--- config.mk ---
export PLATFORM = sky130hd
export DESIGN_NAME = app_div_unsigned8by6_seq
export DESIGN_NICKNAME = d
export VERILOG_FILES = /design/src/rtl/app_div_unsigned8by6_seq.sv
export SDC_FILE = /design/constraint.sdc
export NUM_CORES = 1
export LEC_CHECK = 0
export CAP_MARGIN = 20
export CORE_ASPECT_RATIO = 1.4
export CORE_MARGIN = 3
export CORE_UTILIZATION = 50
export CTS_CLUSTER_DIAMETER = 60
export CTS_CLUSTER_SIZE = 25
export DETAILED_ROUTE_END_ITERATION = 12
export GPL_TIMING_DRIVEN = 1
export HOLD_SLACK_MARGIN = 0.15
export PLACE_DENSITY = 0.75
export SYNTH_ARGS = -nofsm -noshare
export SYNTH_HDL_FRONTEND = slang
export SYNTH_SLANG_ARGS = --single-unit
export TNS_END_PERCENT = 100
--- constraint.sdc ---
create_clock -name clk -period 2.46 [get_ports clk]
set_clock_uncertainty 0.2 [all_clocks]
set_input_delay 0.246 -clock clk [delete_from_list [all_inputs] [get_ports clk]]
set_output_delay 0.246 -clock clk [all_outputs]
set_load 0.1 [all_outputs]
--- src/rtl/app_div_unsigned8by6_seq.sv ---
// app_div_unsigned8by6_seq: iterative restoring unsigned divider.
// It produces one quotient bit per clock. Operands and results use valid/ready handshakes.
// Optional build macro DIV_EARLY_EXIT_EN: when dividend < divisor, the block skips the
// iterative loop and gives the result one cycle after the accept edge.
module app_div_unsigned8by6_seq #(
  parameter int WIDTH_N = 8,
  parameter int WIDTH_D = 6
) (
  input  logic               clk,
  input  logic               rst,
  input  logic               in_valid,
  output logic               in_ready,
  input  logic [WIDTH_N-1:0] dividend,
  input  logic [WIDTH_D-1:0] divisor,
  output logic               out_valid,
  input  logic               out_ready,
  output logic [WIDTH_N-1:0] quotient,
  output logic [WIDTH_D-1:0] remainder,
  output logic               div_by_zero
);

  localparam int CW = $clog2(WIDTH_N + 1);

  typedef enum logic [1:0] {IDLE, BUSY, DONE} state_t;

  state_t             state_reg;
  // The dividend shifts out of the MSB while quotient bits shift in at the LSB.
  logic [WIDTH_N-1:0] dq_reg;
  logic [WIDTH_D-1:0] dvsr_reg;
  // One bit wider than the divisor so the shifted-in trial value always fits.
  logic [WIDTH_D:0]   rem_reg;
  logic [CW-1:0]      cnt_reg;

  logic [WIDTH_D:0]   shifted;
  logic [WIDTH_D+1:0] trial;
  logic               trial_neg;
  logic [WIDTH_D:0]   rem_step;
  logic [WIDTH_N-1:0] dq_step;
  logic               accept;
  logic               early_exit;

  assign accept = in_valid && in_ready;

`ifdef DIV_EARLY_EXIT_EN
  assign early_exit = (divisor != '0) && (dividend < WIDTH_N'(divisor));
`else
  assign early_exit = 1'b0;
`endif

  // One restoring step: shift in the next dividend bit, then trial-subtract the divisor.
  always_comb begin
    shifted   = {rem_reg[WIDTH_D-1:0], dq_reg[WIDTH_N-1]};
    trial     = {1'b0, shifted} - {2'b00, dvsr_reg};
    trial_neg = trial[WIDTH_D+1];
    rem_step  = trial_neg ? shifted : trial[WIDTH_D:0];
    dq_step   = {dq_reg[WIDTH_N-2:0], ~trial_neg};
  end

  // Control FSM, datapath registers and registered outputs.
  always_ff @(posedge clk or posedge rst) begin
    if (rst) begin
      state_reg   <= IDLE;
      dq_reg      <= '0;
      dvsr_reg    <= '0;
      rem_reg     <= '0;
      cnt_reg     <= '0;
      in_ready    <= 1'b1;
      out_valid   <= 1'b0;
      quotient    <= '0;
      remainder   <= '0;
      div_by_zero <= 1'b0;
    end else begin
      case (state_reg)
        IDLE: begin
          if (accept) begin
            dq_reg   <= dividend;
            dvsr_reg <= divisor;
            rem_reg  <= '0;
            cnt_reg  <= CW'(WIDTH_N);
            in_ready <= 1'b0;
            if (divisor == '0) begin
              // A zero divisor is resolved at once with the saturated result.
              state_reg   <= DONE;
              out_valid   <= 1'b1;
              quotient    <= '1;
              remainder   <= dividend[WIDTH_D-1:0];
              div_by_zero <= 1'b1;
            end else if (early_exit) begin
              state_reg   <= DONE;
              out_valid   <= 1'b1;
              quotient    <= '0;
              remainder   <= dividend[WIDTH_D-1:0];
              div_by_zero <= 1'b0;
            end else begin
              state_reg <= BUSY;
            end
          end
        end
        BUSY: begin
          dq_reg  <= dq_step;
          rem_reg <= rem_step;
          cnt_reg <= cnt_reg - CW'(1);
          if (cnt_reg == CW'(1)) begin
            // The last step's result goes straight to the output registers.
            state_reg   <= DONE;
            out_valid   <= 1'b1;
            quotient    <= dq_step;
            remainder   <= rem_step[WIDTH_D-1:0];
            div_by_zero <= 1'b0;
          end
        end
        DONE: begin
          if (out_ready) begin
            state_reg <= IDLE;
            out_valid <= 1'b0;
            in_ready  <= 1'b1;
          end
        end
        default: begin
          state_reg <= IDLE;
          out_valid <= 1'b0;
          in_ready  <= 1'b1;
        end
      endcase
    end
  end

endmodule
## Yosys cells after proc, flatten, opt, wreduce, memory -nomap -nowiden

Index checks and enable logic that the tools add are counted.

- Word-level logic and storage cells: 61
- Input bits: 18
- Output and inout bits: 17
- Register bits: 43

- Multiplexer cells: 30
- Add/sub/neg operators: 2
- Reductions and logical operators: 10
- Bitwise operators: 2
- Equal/unequal tests: 7

Operators by type and width:

| cell | number |
|---|---|
| $mux W8 | 4 |
| $pmux W8 S2 | 2 |
| $mux W6 | 5 |
| $pmux W6 S2 | 2 |
| $mux W2 | 4 |
| $ne A2 B2 Y1 const B | 4 |
| $pmux W4 S2 | 1 |
| $reduce_and A4 Y1 | 2 |
| $sub A7 B6 Y8 | 1 |
| $mux W1 | 7 |
| $logic_not A6 Y1 | 1 |
| $pmux W1 S3 | 2 |
| $pmux W2 S3 | 1 |
| $reduce_and A3 Y1 | 2 |
| $eq A4 B1 Y1 const B | 1 |
| $mux W4 | 1 |
| $reduce_and A2 Y1 | 2 |
| $sub A4 B1 Y4 const B | 1 |
| $eq A2 B1 Y1 const B | 1 |
| $eq A2 B2 Y1 const B | 1 |
| $logic_not A2 Y1 | 1 |
| $not A1 Y1 | 2 |
| $pmux W1 S2 | 1 |
| $reduce_bool A2 Y1 | 1 |
| $logic_and A1 B1 Y1 | 1 |

## Logic depth before layout (Yosys ltp)

- Depth in word-level cells: 4
- Mapped depth: 9
- Depth with buffers taken out: 9

## Least setup slack after synthesis

No wires, ideal clock.

- Path kind: reg2reg
- Start: register in_ready
- End: register quotient[0]
- Buffers on the path: 2
- Data required time: 2.178 ns
- Arrival: 2.001 ns
- Stages on the path, launching flop included: 8
- Clock period less this slack: 2.283 ns
- Slack: 0.177 ns
- Setup time: 0.082 ns
- Cells stage by stage: dfstp_2 nor4bb_1 buf_2 nand3_1 nand2_1 buf_2 nor2_1 a31oi_1

- Word-level cells in the longest chain between the ends: 3

Ends and longest elaborated chain:

| item | RTL line | RTL |
|---|---|---|
| start: declaration | 12 | `output logic in_ready,` |
| start signal: assignment | 67 | `in_ready <= 1'b1;` |
| start signal: assignment | 80 | `in_ready <= 1'b0;` |
| start signal: assignment | 116 | `in_ready <= 1'b1;` |
| $logic_and A1 B1 Y1 | 42 | `assign accept = in_valid && in_ready;` |
| $ne A2 B2 Y1 (no line) | n/a |  |
| $reduce_and A4 Y1 (no line) | n/a |  |
| end signal: assignment | 107 | `quotient <= dq_step;` |
| end: declaration | 17 | `output logic [WIDTH_N-1:0] quotient,` |

No other way between the ends.
A chain may end at the register's enable or synchronous reset.

## Final worst setup path

- Start: register rem_reg[3]
- End: register remainder[5]

- Word-level cells in the longest chain between the ends: 4

Ends and longest elaborated chain:

| item | RTL line | RTL |
|---|---|---|
| start: declaration | 31 | `logic [WIDTH_D:0] rem_reg;` |
| start signal: assignment | 101 | `rem_reg <= rem_step;` |
| $sub A7 B6 Y8 | 53 | `trial = {1'b0, shifted} - {2'b00, dvsr_reg};` |
| $mux W6 | 55 | `rem_step = trial_neg ? shifted : trial[WIDTH_D:0];` |
| $mux W6 | 103 | `if (cnt_reg == CW'(1)) begin` |
| $pmux W6 S2 | 73 | `case (state_reg)` |
| end signal: assignment | 86 | `remainder <= dividend[WIDTH_D-1:0];` |
| end signal: assignment | 92 | `remainder <= dividend[WIDTH_D-1:0];` |
| end signal: assignment | 108 | `remainder <= rem_step[WIDTH_D-1:0];` |
| end: declaration | 18 | `output logic [WIDTH_D-1:0] remainder,` |

No other way between the ends. The select of a mux whose other input is x is not followed.

==> results.ini <==
[synth]
yosysMostFrequentCell=dfrtp_1
muxShareOfSynthArea_pct=6.16
synth_edf_count=0
synth_top_area_share_pct=48.8
synth_nets=244
synth_top_family_by_area=compound AO/OA/AOI/OAI gates
yosys.area.top_type=dfrtp_1
syn_area_per_cell_um2=9.93
synthCells=217
synth-xor-area-share_pct=0.407
synth-seq-cells=43
synth-simple-area-share_pct=14.1
synth_compound_area_share_pct=19.7
synthAdderAreaFrac_pct=5.57
synth.distinct_cells=43
ys_top_cells_by_count=42 x dfrtp_1, 27 x nand2_1, 20 x o21ai_0
async_reset_ff_share_pct=100
ys.flop_type=dfrtp_1
yosys_warnings=0
seq_area_frac_synth_pct=50.0
synth.area.top_cells=dfrtp_1 49%, mux2i_1 5.1%, nand2_1 4.7%
netlist_area_um2=2150

[timing]
rsz0062_at_grt=no
fin_setup_tns_ns=0
slew_headroom_pct=64.8
hold_viol_final=0
slew_viol_final=0
finalCriticalPeriod_ns=2.31
max_freq_mhz=432
setup-violations-final=0
finalCritPeriodShare_pct=94.1
worst_pin_slew_ns=0.528

[final_layout]
antenna_cells=0
nets=284
syn_to_final_growth_pct=23.6
drive_above_1_share_pct=15.9
fill_cells=328

[route]
wl_met3_um=170
vias=1755
ant_nets=0
first_pass_iters=4
topRoutingLayerUsed=met4
drt_wl_total_mm=4.85
via_per_inst=5.83
wl_met1_mm=2.09
wl_per_cell_um=16.1
first_iter_violations=84
wl_met2_mm=2.50
drc_errors=0

[global_routing]
grt_pass1_wl_mm=8.31
grt_pass1_vias=1725
grt-ovfl-total=0
grt_max_degree=44
gr-usage-all-layers_pct=21.5
antenna_found_initial=0

[floorplan]
pin_count=35
core_region_area_um2=4050
fp.dieW_um=61.5
num_rows=27
die_h_um=83.7
start_util_pct=53.1
dieArea_um2=5140

[place]
place_congestion=0.824
dp_hpwl_mm=3.58
port_buffers=34

[clocking]
cts_resized=0
cts_sinks=43
cts_inserted_buffers=5
path_clk_slew_ns=0.08
cts_hold_buf=0
ctsRootBufferMaster=clkbuf_8
cts_tree=built
post-cts-setup-buffer-count=0
cts_max_level=2
clkLatencyLatePin_ns=0.29
cts_buffer_depth=2

[run]
max_cap_viol_count=0

[worst_setup_path]
cp-start-kind=flip-flop
cp_data_required_time_ns=2.47
critPathKind=reg2reg
ff2ff_setup_slack_ns=0.15
end_kind=flip-flop
arrival_ns=2.33
reg2regPathDepth=7
cp_max_fo=7

[status]
status=complete, no violations

[hold_path]
hp-class=in2async

path summary, 6_finish.rpt:
check	startpoint	endpoint
worst min register to register	div_by_zero$_DFFE_PP0P_	div_by_zero$_DFFE_PP0P_
min in group clk	div_by_zero$_DFFE_PP0P_	div_by_zero$_DFFE_PP0P_
worst min-delay path	rst	dq_reg[3]$_DFFE_PP0P_
max in group asynchronous	rst	in_ready$_DFFE_PP1P_
worst max-delay path	rem_reg[3]$_DFFE_PP0P_	remainder[5]$_DFFE_PP0P_
worst max register to register	rem_reg[3]$_DFFE_PP0P_	remainder[5]$_DFFE_PP0P_
worst max-delay path: stages (launching register included):
cell     delay [ns]
dfrtp_1        0.41
ha_1           0.36
a21o_1         0.18
a211o_1        0.34
a21oi_4        0.26
buf_4          0.19
nand3_1        0.09
a31oi_1        0.20
area by class of cell:
class                      count  area [um2]  area share (%)
tap                           43        53.8            2.02
multi-input combinational    152        1000            37.7
clock buffer                   6        82.6            3.10
sequential                    43        1080            40.4
timing repair buffer          43         365            13.7
clock inverter                 2        35.0            1.32
inverter                      12        45.0            1.69
layout by cell type (no fill, tap or decap), types with 2 or more instances in the layout:
master           Yosys  final
o22a_1               6      6
a211o_1              2      2
a211oi_1             3      3
o21a_1               4      4
nor3b_1              2      2
mux2i_1             11     11
nand2_1             27     27
nand3_1              5      5
nor2_1              17     17
nor2b_1              5      5
and2_1               2      2
dfrtp_1             42     42
ha_1                 8      8
o21ai_0             20     20
buf_4                0     26
nor4_1               2      2
clkbuf_8             0      6
mux2_2               2      2
clkdlybuf4s50_1      0     17
a21o_1               2      2
a21oi_1             10     10
a22o_1               2      2
inv_1               12     12
a31oi_1              3      3
stage by stage:
| stage | utilization [%] | setup WS, ns | cell area (um2) | hold WS [ns] | instances |
|---|---|---|---|---|---|
| final | 65.7 | 0.146 | 2660 | 0.176 | 301 |
| after global placement | 62.4 | 0.126 | 2530 | 0.266 | 291 |
| after global routing | 65.7 | 0.0307 | 2660 | 0.248 | 301 |
| after floorplan | - | 0.177 | 2150 | 0.118 | 217 |
| after CTS | 65.3 | 0.102 | 2650 | 0.199 | 299 |
| after detailed placement | 62.4 | 0.110 | 2530 | 0.283 | 291 |
metal layers:
layer | vias to the layer above | global-route usage, %
met5 | - | 0
met4 | 0 | 7.53
met3 | 9 | 4.49
met2 | 36 | 33.6
met1 | 864 | 29.0
li1 | 846 | -
logic make-up after synthesis:
family	count (synthesis)
xor gates and xnor gates	1
DFF	43
muxes	13
buffers and inverters	22
and+or+nand+nor	66
adders and majority gates	9
AOI/OAI and AO/OA	63
Power is not shown: default switching activity piles up to over one toggle a cycle in this logic, so the estimate is an artifact.
